## src/rtl/scarv_cop_mem_arb.sv

```systemverilog
// Two-requester arbiter sharing one memory port between the CPU and the coprocessor.
// Round-robin on ties; the owner may keep the bus for up to LOCK_MAX back-to-back beats.
module scarv_cop_mem_arb #(
    parameter int LOCK_MAX = 4
) (
    input  logic        i_g_clk,
    input  logic        i_g_reset,

    input  logic        i_cpu_mem_cen,
    input  logic        i_cpu_mem_wen,
    input  logic [31:0] i_cpu_mem_addr,
    input  logic [31:0] i_cpu_mem_wdata,
    input  logic [3:0]  i_cpu_mem_ben,
    output logic [31:0] o_cpu_mem_rdata,
    output logic        o_cpu_mem_stall,
    output logic        o_cpu_mem_error,

    input  logic        i_cop_mem_cen,
    input  logic        i_cop_mem_wen,
    input  logic [31:0] i_cop_mem_addr,
    input  logic [31:0] i_cop_mem_wdata,
    input  logic [3:0]  i_cop_mem_ben,
    output logic [31:0] o_cop_mem_rdata,
    output logic        o_cop_mem_stall,
    output logic        o_cop_mem_error,

    output logic        o_mem_cen,
    output logic        o_mem_wen,
    output logic [31:0] o_mem_addr,
    output logic [31:0] o_mem_wdata,
    output logic [3:0]  o_mem_ben,
    input  logic [31:0] i_mem_rdata,
    input  logic        i_mem_stall,
    input  logic        i_mem_error,

    output logic        o_arb_owner,
    output logic        o_arb_busy
);

    localparam int CW = $clog2(LOCK_MAX) + 1;
    localparam logic [CW-1:0] LOCK_MAX_C = CW'(LOCK_MAX);

    localparam logic [1:0] ST_IDLE    = 2'd0;
    localparam logic [1:0] ST_CPU_OWN = 2'd1;
    localparam logic [1:0] ST_COP_OWN = 2'd2;

    logic [1:0]    r_state;
    logic [CW-1:0] r_lock_cnt;
    logic          r_rr_last;
    logic          r_req_wen;
    logic [31:0]   r_req_addr;
    logic [31:0]   r_req_wdata;
    logic [3:0]    r_req_ben;

    logic          w_busy;
    logic          w_owner_cop;
    logic          w_own_cen;
    logic          w_other_cen;
    logic          w_idle_grant;
    logic          w_idle_cop_wins;
    logic          w_sel_cop;
    logic          w_complete;
    logic          w_forward;
    logic          w_issue;
    logic          w_resp_error;
    logic          w_sel_wen;
    logic [31:0]   w_sel_addr;
    logic [31:0]   w_sel_wdata;
    logic [3:0]    w_sel_ben;

    // On a tie the requester that was not granted last wins.
    always_comb begin
        w_busy          = (r_state != ST_IDLE);
        w_owner_cop     = (r_state == ST_COP_OWN);
        w_own_cen       = w_owner_cop ? i_cop_mem_cen : i_cpu_mem_cen;
        w_other_cen     = w_owner_cop ? i_cpu_mem_cen : i_cop_mem_cen;
        w_idle_grant    = i_cpu_mem_cen | i_cop_mem_cen;
        w_idle_cop_wins = i_cop_mem_cen & (~i_cpu_mem_cen | ~r_rr_last);
        w_sel_cop       = w_busy ? w_owner_cop : w_idle_cop_wins;
        w_complete      = w_busy & ~i_mem_stall;
        w_resp_error    = i_mem_error & ~i_mem_stall;
        w_forward       = w_complete & ~i_mem_error & w_own_cen &
                          (~w_other_cen | (r_lock_cnt < LOCK_MAX_C));
        w_issue         = (~w_busy & w_idle_grant) | w_forward;

        w_sel_wen       = w_sel_cop ? i_cop_mem_wen   : i_cpu_mem_wen;
        w_sel_addr      = w_sel_cop ? i_cop_mem_addr  : i_cpu_mem_addr;
        w_sel_wdata     = w_sel_cop ? i_cop_mem_wdata : i_cpu_mem_wdata;
        w_sel_ben       = w_sel_cop ? i_cop_mem_ben   : i_cpu_mem_ben;
    end

    // Between beats the last forwarded request is held; an idle bus drives zeros.
    always_comb begin
        o_mem_cen   = w_issue;
        o_mem_wen   = 1'b0;
        o_mem_addr  = 32'd0;
        o_mem_wdata = 32'd0;
        o_mem_ben   = 4'd0;
        if (w_issue) begin
            o_mem_wen   = w_sel_wen;
            o_mem_addr  = w_sel_addr;
            o_mem_wdata = w_sel_wdata;
            o_mem_ben   = w_sel_ben;
        end else if (w_busy) begin
            o_mem_wen   = r_req_wen;
            o_mem_addr  = r_req_addr;
            o_mem_wdata = r_req_wdata;
            o_mem_ben   = r_req_ben;
        end

        o_arb_owner = w_sel_cop;
        o_arb_busy  = w_busy;
    end

    always_comb begin
        o_cpu_mem_rdata = 32'd0;
        o_cpu_mem_error = 1'b0;
        o_cpu_mem_stall = i_cpu_mem_cen;
        o_cop_mem_rdata = 32'd0;
        o_cop_mem_error = 1'b0;
        o_cop_mem_stall = i_cop_mem_cen;
        if (r_state == ST_CPU_OWN) begin
            o_cpu_mem_rdata = i_mem_rdata;
            o_cpu_mem_error = w_resp_error;
            o_cpu_mem_stall = i_mem_stall;
            o_cop_mem_stall = 1'b1;
        end else if (r_state == ST_COP_OWN) begin
            o_cop_mem_rdata = i_mem_rdata;
            o_cop_mem_error = w_resp_error;
            o_cop_mem_stall = i_mem_stall;
            o_cpu_mem_stall = 1'b1;
        end
    end

    always_ff @(posedge i_g_clk) begin
        if (i_g_reset) begin
            r_state     <= ST_IDLE;
            r_lock_cnt  <= '0;
            r_rr_last   <= 1'b0;
            r_req_wen   <= 1'b0;
            r_req_addr  <= 32'd0;
            r_req_wdata <= 32'd0;
            r_req_ben   <= 4'd0;
        end else begin
            if (w_issue) begin
                r_req_wen   <= w_sel_wen;
                r_req_addr  <= w_sel_addr;
                r_req_wdata <= w_sel_wdata;
                r_req_ben   <= w_sel_ben;
            end
            case (r_state)
                ST_IDLE: begin
                    if (w_idle_grant) begin
                        r_state    <= w_idle_cop_wins ? ST_COP_OWN : ST_CPU_OWN;
                        r_rr_last  <= w_idle_cop_wins;
                        r_lock_cnt <= CW'(1);
                    end
                end
                ST_CPU_OWN, ST_COP_OWN: begin
                    if (w_forward) begin
                        if (r_lock_cnt < LOCK_MAX_C) begin
                            r_lock_cnt <= r_lock_cnt + CW'(1);
                        end
                    end else if (w_complete) begin
                        r_state <= ST_IDLE;
                    end
                end
                default: r_state <= ST_IDLE;
            endcase
        end
    end

endmodule

```

## config.mk

```make
export PLATFORM = sky130hd
export DESIGN_NAME = scarv_cop_mem_arb
export DESIGN_NICKNAME = d
export VERILOG_FILES = /design/src/rtl/scarv_cop_mem_arb.sv
export SDC_FILE = /design/constraint.sdc
export NUM_CORES = 1
export LEC_CHECK = 0
export ABC_AREA = 1
export CAP_MARGIN = 5
export CORE_UTILIZATION = 28
export CTS_CLUSTER_SIZE = 40
export DETAILED_ROUTE_END_ITERATION = 7
export PLACE_DENSITY = 0.66
export SKIP_LAST_GASP = 1
export SLEW_MARGIN = 0
export SYNTH_ARGS = -nofsm -noshare
export SYNTH_HDL_FRONTEND = slang
export SYNTH_SLANG_ARGS = --single-unit
export TNS_END_PERCENT = 1
```

## constraint.sdc

```tcl
create_clock -name i_g_clk -period 3 [get_ports i_g_clk]
set_input_delay 0.9 -clock i_g_clk [delete_from_list [all_inputs] [get_ports i_g_clk]]
set_output_delay 0.9 -clock i_g_clk [all_outputs]
set_load 0.01 [all_outputs]
```

Word level (Yosys, flattened, before mapping) --
Cells that the tools add are included.
Cells by class: add/sub/neg operators 1, multipliers 0, div/mod/pow operators 0, $lt $le $gt $ge 1, eq/ne operators 7, shift-type cells 0, multiplexer cells 34, bitwise logic cells 17, reduce and logical (&&, ||, !) cells 7
Operators by type and width (number):
- 32-bit two-way mux | 9
- 1-bit two-way mux | 13
- 4-bit two-way mux | 3
- 2-bit inequality test, second input constant | 5
- 3-bit two-way mux | 3
- 2-bit two-way mux | 4
- 1-bit bitwise AND | 7
- 1-bit NOT | 6
- 3-bit case mux with 2 select lines | 1
- 1-bit OR | 4
- 2-bit case mux with 2 select lines | 1
- 4-bit AND reduction | 1
- 2-bit nonzero test | 2
- 3-bit by 1-bit adder with 3-bit output, second input constant | 1
- 3-bit < comparator, second input constant | 1
- 3-bit AND reduction | 1
- 2-bit by 1-bit == test with 1-bit output, second input constant | 1
- 2-bit == test, second input constant | 1
- 2-bit zero test | 1
- 2-bit AND reduction | 1
- 2-bit OR reduction | 1
Storage, ports and cells: bits in registers 75, bits in latches 0, bits in writable memories 0, memory bits (read-only) 0, input bits 176, output and inout port bits 140, logic and storage cells 74, memories 0

Longest topological paths before layout --
word-level depth 7, gate-level depth with buffers 14

Worst setup path before layout --
OpenSTA, ideal clock, no wires.
kind input -> output, from input i_cpu_mem_cen, to output o_mem_addr[0], data arrival time 1847 ps, path slack 253 ps, stages on the path 10, buffers on the path 1, path through inv_2 -> nand2_1 -> nand2_1 -> nor2_2 -> nand2_2 -> nand2_4 -> inv_2 -> buf_2 -> nand2_1 -> o21ai_0
Between the ends: word-level cells in the longest chain between the ends 6
Ends and longest elaborated chain:
- from (decl) | RTL line 9 | input logic i_cpu_mem_cen,
- 1-bit NOT / 1-bit two-way mux (equally long branches) | RTL line 78, 76
- 1-bit OR / 1-bit NOT (equally long branches) | RTL line 78, 83
- 1-bit bitwise AND / 1-bit OR (equally long branches) | RTL line 78, 83
- 1-bit two-way mux / 1-bit bitwise AND (equally long branches) | RTL line 79, 82
- 32-bit two-way mux / 1-bit OR (equally long branches) | RTL line 87, 84
- 32-bit two-way mux * | RTL line 99 | if (w_issue) begin
- to (decl) | RTL line 29 | output logic [31:0] o_mem_addr,
Every way passes the cells marked *; elsewhere a longest branch is shown, timed or not.

Worst setup path in the final report --
from input i_mem_stall, to output o_mem_addr[5]
Between the ends: word-level cells in the longest chain between the ends 7
Ends and longest elaborated chain:
- from (decl) | RTL line 33 | input logic i_mem_stall,
- 1-bit NOT | RTL line 80 | w_complete = w_busy & ~i_mem_stall;
- 1-bit bitwise AND | RTL line 80
- 1-bit bitwise AND (3 in a row) | RTL line 82 | w_forward = w_complete & ~i_mem_error & w_own_cen &
- 1-bit OR | RTL line 84 | w_issue = (~w_busy & w_idle_grant) | w_forward;
- 32-bit two-way mux | RTL line 99
Every way passes these cells.

==> results.md <==
- Outcome: finished with violations
- Failing checks: negative setup slack
- Synth unique cells: 22
- Worst slew margin: 0.575
- Power Internal: 5.43 mW
- # Max-Cap Violations: 0
- Worst Setup Start Kind: input pin
- Crit path capture type: output port
- RePlAce Congestion: 0.807
- FF-to-FF Start: r_state[0]
- Grt ovf: 0
- Clk pwr share: 0.110
- DRC Markers: 0
- Max incr delay on CP: 180 ps
- Multi-input gate area: 0.00296 mm²
- Commonest non-fill, non-tap cell in the layout: nand2_1
- FF/Latch Area: 0.00151 mm²
- Fin. Hold Viols: 0
- Post-DP HPWL: 13500 µm
- PortBufs: 315
- P_sw: 4.37 mW
- Fillers: 1563
- Max VDD drop: 0.452 mV
- Part of the cycle the worst path needs: 1.03
- Max Slew Vio Count: 0
- Area delta synth->final: 103%
- Area of the die: 0.0170 mm²
- Layout cells sized above 1: 0.235
- Synthesized area: 0.00461 mm²
- Placed Cells: 1376
- Flops & latches, synth: 75
- Clk buf depth: 2
- Worst slew pin tran: 638 ps
- Clock root buffer: clkbuf_16
- Worst Reg-to-Reg Cells: 13
- Initial antenna violation count: 0
- Worst R2R End: r_req_addr[27]
- Final min period: 3080 ps
- Via count: 6492
- Syn Area/Cell: 5.64 µm²
- Switching share of power: 0.446
- Post-route cell area: 0.00937 mm²
- Most frequent cells in the layout: nand2_1 (382), clkdlybuf4s50_1 (239), buf_4 (76)
- Iter 0 DRT Violations: 235
- Via/cell ratio: 4.57
- Syn Inst Count: 818
- Required @ worst endpoint: 2100 ps
- Crit path kind: input pin to output port
- Synth Warn #: 0
- Ant diodes: 0
- Gr usage total: 0.215
- Worst Setup SP: i_mem_stall
- Final setup fails: 75
- Boundary pin count: 316
- Die X: 130 µm
- Worst setup margin: -83.3 ps
- Fmax: 324 MHz
- TritonRoute pass-1 iters: 4
- Hold Buf Count CTS: 0
- Largest net degree at the start of global routing: 52
- Nets@finish: 1383
- Clock slew at reported path FFs: 60 ps
- Worst-Skew Late Latency: 340 ps
- Initial core utilization: 0.288
- Pwr dens: 1050 mW/mm²
- Die height: 130 µm
- Worst Setup EP: o_mem_addr[5]
- RSZ-0062 raised after global routing: yes
- CP max-delay cell: clkbuf_2
- Rows: 46
- Crit-path max FO: 6
- WP data arrival: 2180 ps
- Antenna-violating nets left: 0
- First-pass GRT wire length: 28100 µm
- Combinational share of power: 0.736
- DR WL/cell: 14.8 µm
- Fin Clk Skew: 8.08 ps
- Final cell count without fillers: 1422
- R2R setup slack: 1100 ps
- Register area share after synthesis: 0.325
- Core footprint: 0.0160 mm²
- P_leak: 4.50 nW
- CTS H-tree lvls: 3
- CTS tree: built
- Hold Crit Class: flop to flop
- Vias in the first global route: 5611
- Clk sinks: 75
- Mapped Nets: 999
- Dpl cell area: 0.00847 mm²
- Crit-path cells: buf_6, nor2_4, nand2_2, nor2_4, nand2_2, nand2_8, buf_12, buf_8, nand2_1, o21ai_0, clkbuf_2
- Total Routed Length: 21000 µm
- Seq pwr share: 0.154
- TritonCTS Buffers: 9
synth_stat cells (all sizes together):
| master | count | share of area |
|---|---|---|
| o21ai | 73 | 0.079 |
| buf | 34 | 0.041 |
| inv | 47 | 0.038 |
| nor2 | 41 | 0.034 |
| dfxtp | 75 | 0.33 |
| xnor2 | 1 | 0.0019 |
| nand2 | 436 | 0.36 |
| nand4 | 1 | 0.0014 |
| clkbuf | 21 | 0.017 |
| nand3 | 8 | 0.0087 |
| ha | 5 | 0.014 |
| a21oi | 75 | 0.081 |
| nor3 | 1 | 0.0011 |
timing repair:
item,4_1_cts,5_1_grt
gates cloned,4,17
gates resized for setup,157,323
setup buffers,2,9
setup endpoints to repair,83,117
pin swaps,2,16
area by class of cell:
cell class / instances / area share
clock buffer: 9 / 0.0240
clock inverter: 6 / 0.00694
tap: 216 / 0.0288
multi-input combinational: 641 / 0.316
sequential: 75 / 0.161
timing repair buffer: 427 / 0.441
timing repair inverter: 1 / 0.00120
inverter: 47 / 0.0219
power groups by stage:
stage               Sequential (mW)  Combinational [mW]  Clock [mW]
floorplan                      1.49                2.90           0
global placement               1.51                6.03           0
detailed placement             1.51                6.04           0
CTS                            1.49                6.19        1.10
global route                   1.54                7.81        1.14
finish                         1.51                7.22        1.08
registers in the layout, indices dropped and copies added (netlist names):
register / flops
r_req_addr: 32
r_req_wdata: 32
r_req_ben: 4
r_lock_cnt: 3
r_state: 2
r_req_wen: 1
r_rr_last: 1
worst max-delay path: cells and delay by family:
kind	cells	cell delay, ps
compound gates	1	80
simple gates	6	630
buf+inv	4	570
metal layers:
layer | vias to the layer above | share of wire | track usage
met2 | 227 | 0.51 | 0.397
met3 | 31 | 0.072 | 0.0436
met4 | 0 | 0.023 | 0.0838
met5 | - | 0 | 0
met1 | 2918 | 0.40 | 0.241
li1 | 3316 | - | -
cell families after synthesis:
logic type / count (synthesis) / synth area share
AO/OA/AOI/OAI: 148 / 0.161
adder cells (fa/ha/maj): 5 / 0.0136
AND/OR/NAND/NOR: 487 / 0.402
buffers and inverters: 102 / 0.0963
XOR/XNOR: 1 / 0.00190
flip-flops: 75 / 0.325
worst min-delay path by stage:
stage | end | depth (start not counted) | from | slack (ps)
6_report | r_req_wdata[11] | 2 | r_req_wdata[11] | 460
5_1_grt | r_req_wdata[11] | 2 | r_req_wdata[11] | 490
4_1_cts | r_req_addr[31] | 2 | r_req_addr[31] | 470
3_5_place_dp | r_req_addr[31] | 2 | r_req_addr[31] | 460
3_3_place_gp | r_req_addr[24] | 2 | r_req_addr[24] | 450
2_1_floorplan | r_req_addr[20] | 2 | r_req_addr[20] | 450
per-stage QoR:
stage	util	power (mW)	TNS, ps	hold WS, ps	setup slack [ps]
after floorplan	-	4.39	0	445	253
after global placement	0.530	7.53	-63320	453	-1000
after detailed placement	0.530	7.55	-62800	457	-965
after CTS	0.558	8.79	-33880	467	-488
after global routing	0.586	10.5	-11760	485	-173
final	0.586	9.80	-3770	464	-83.3
No activity file was read; power rests on OpenSTA's default activity.
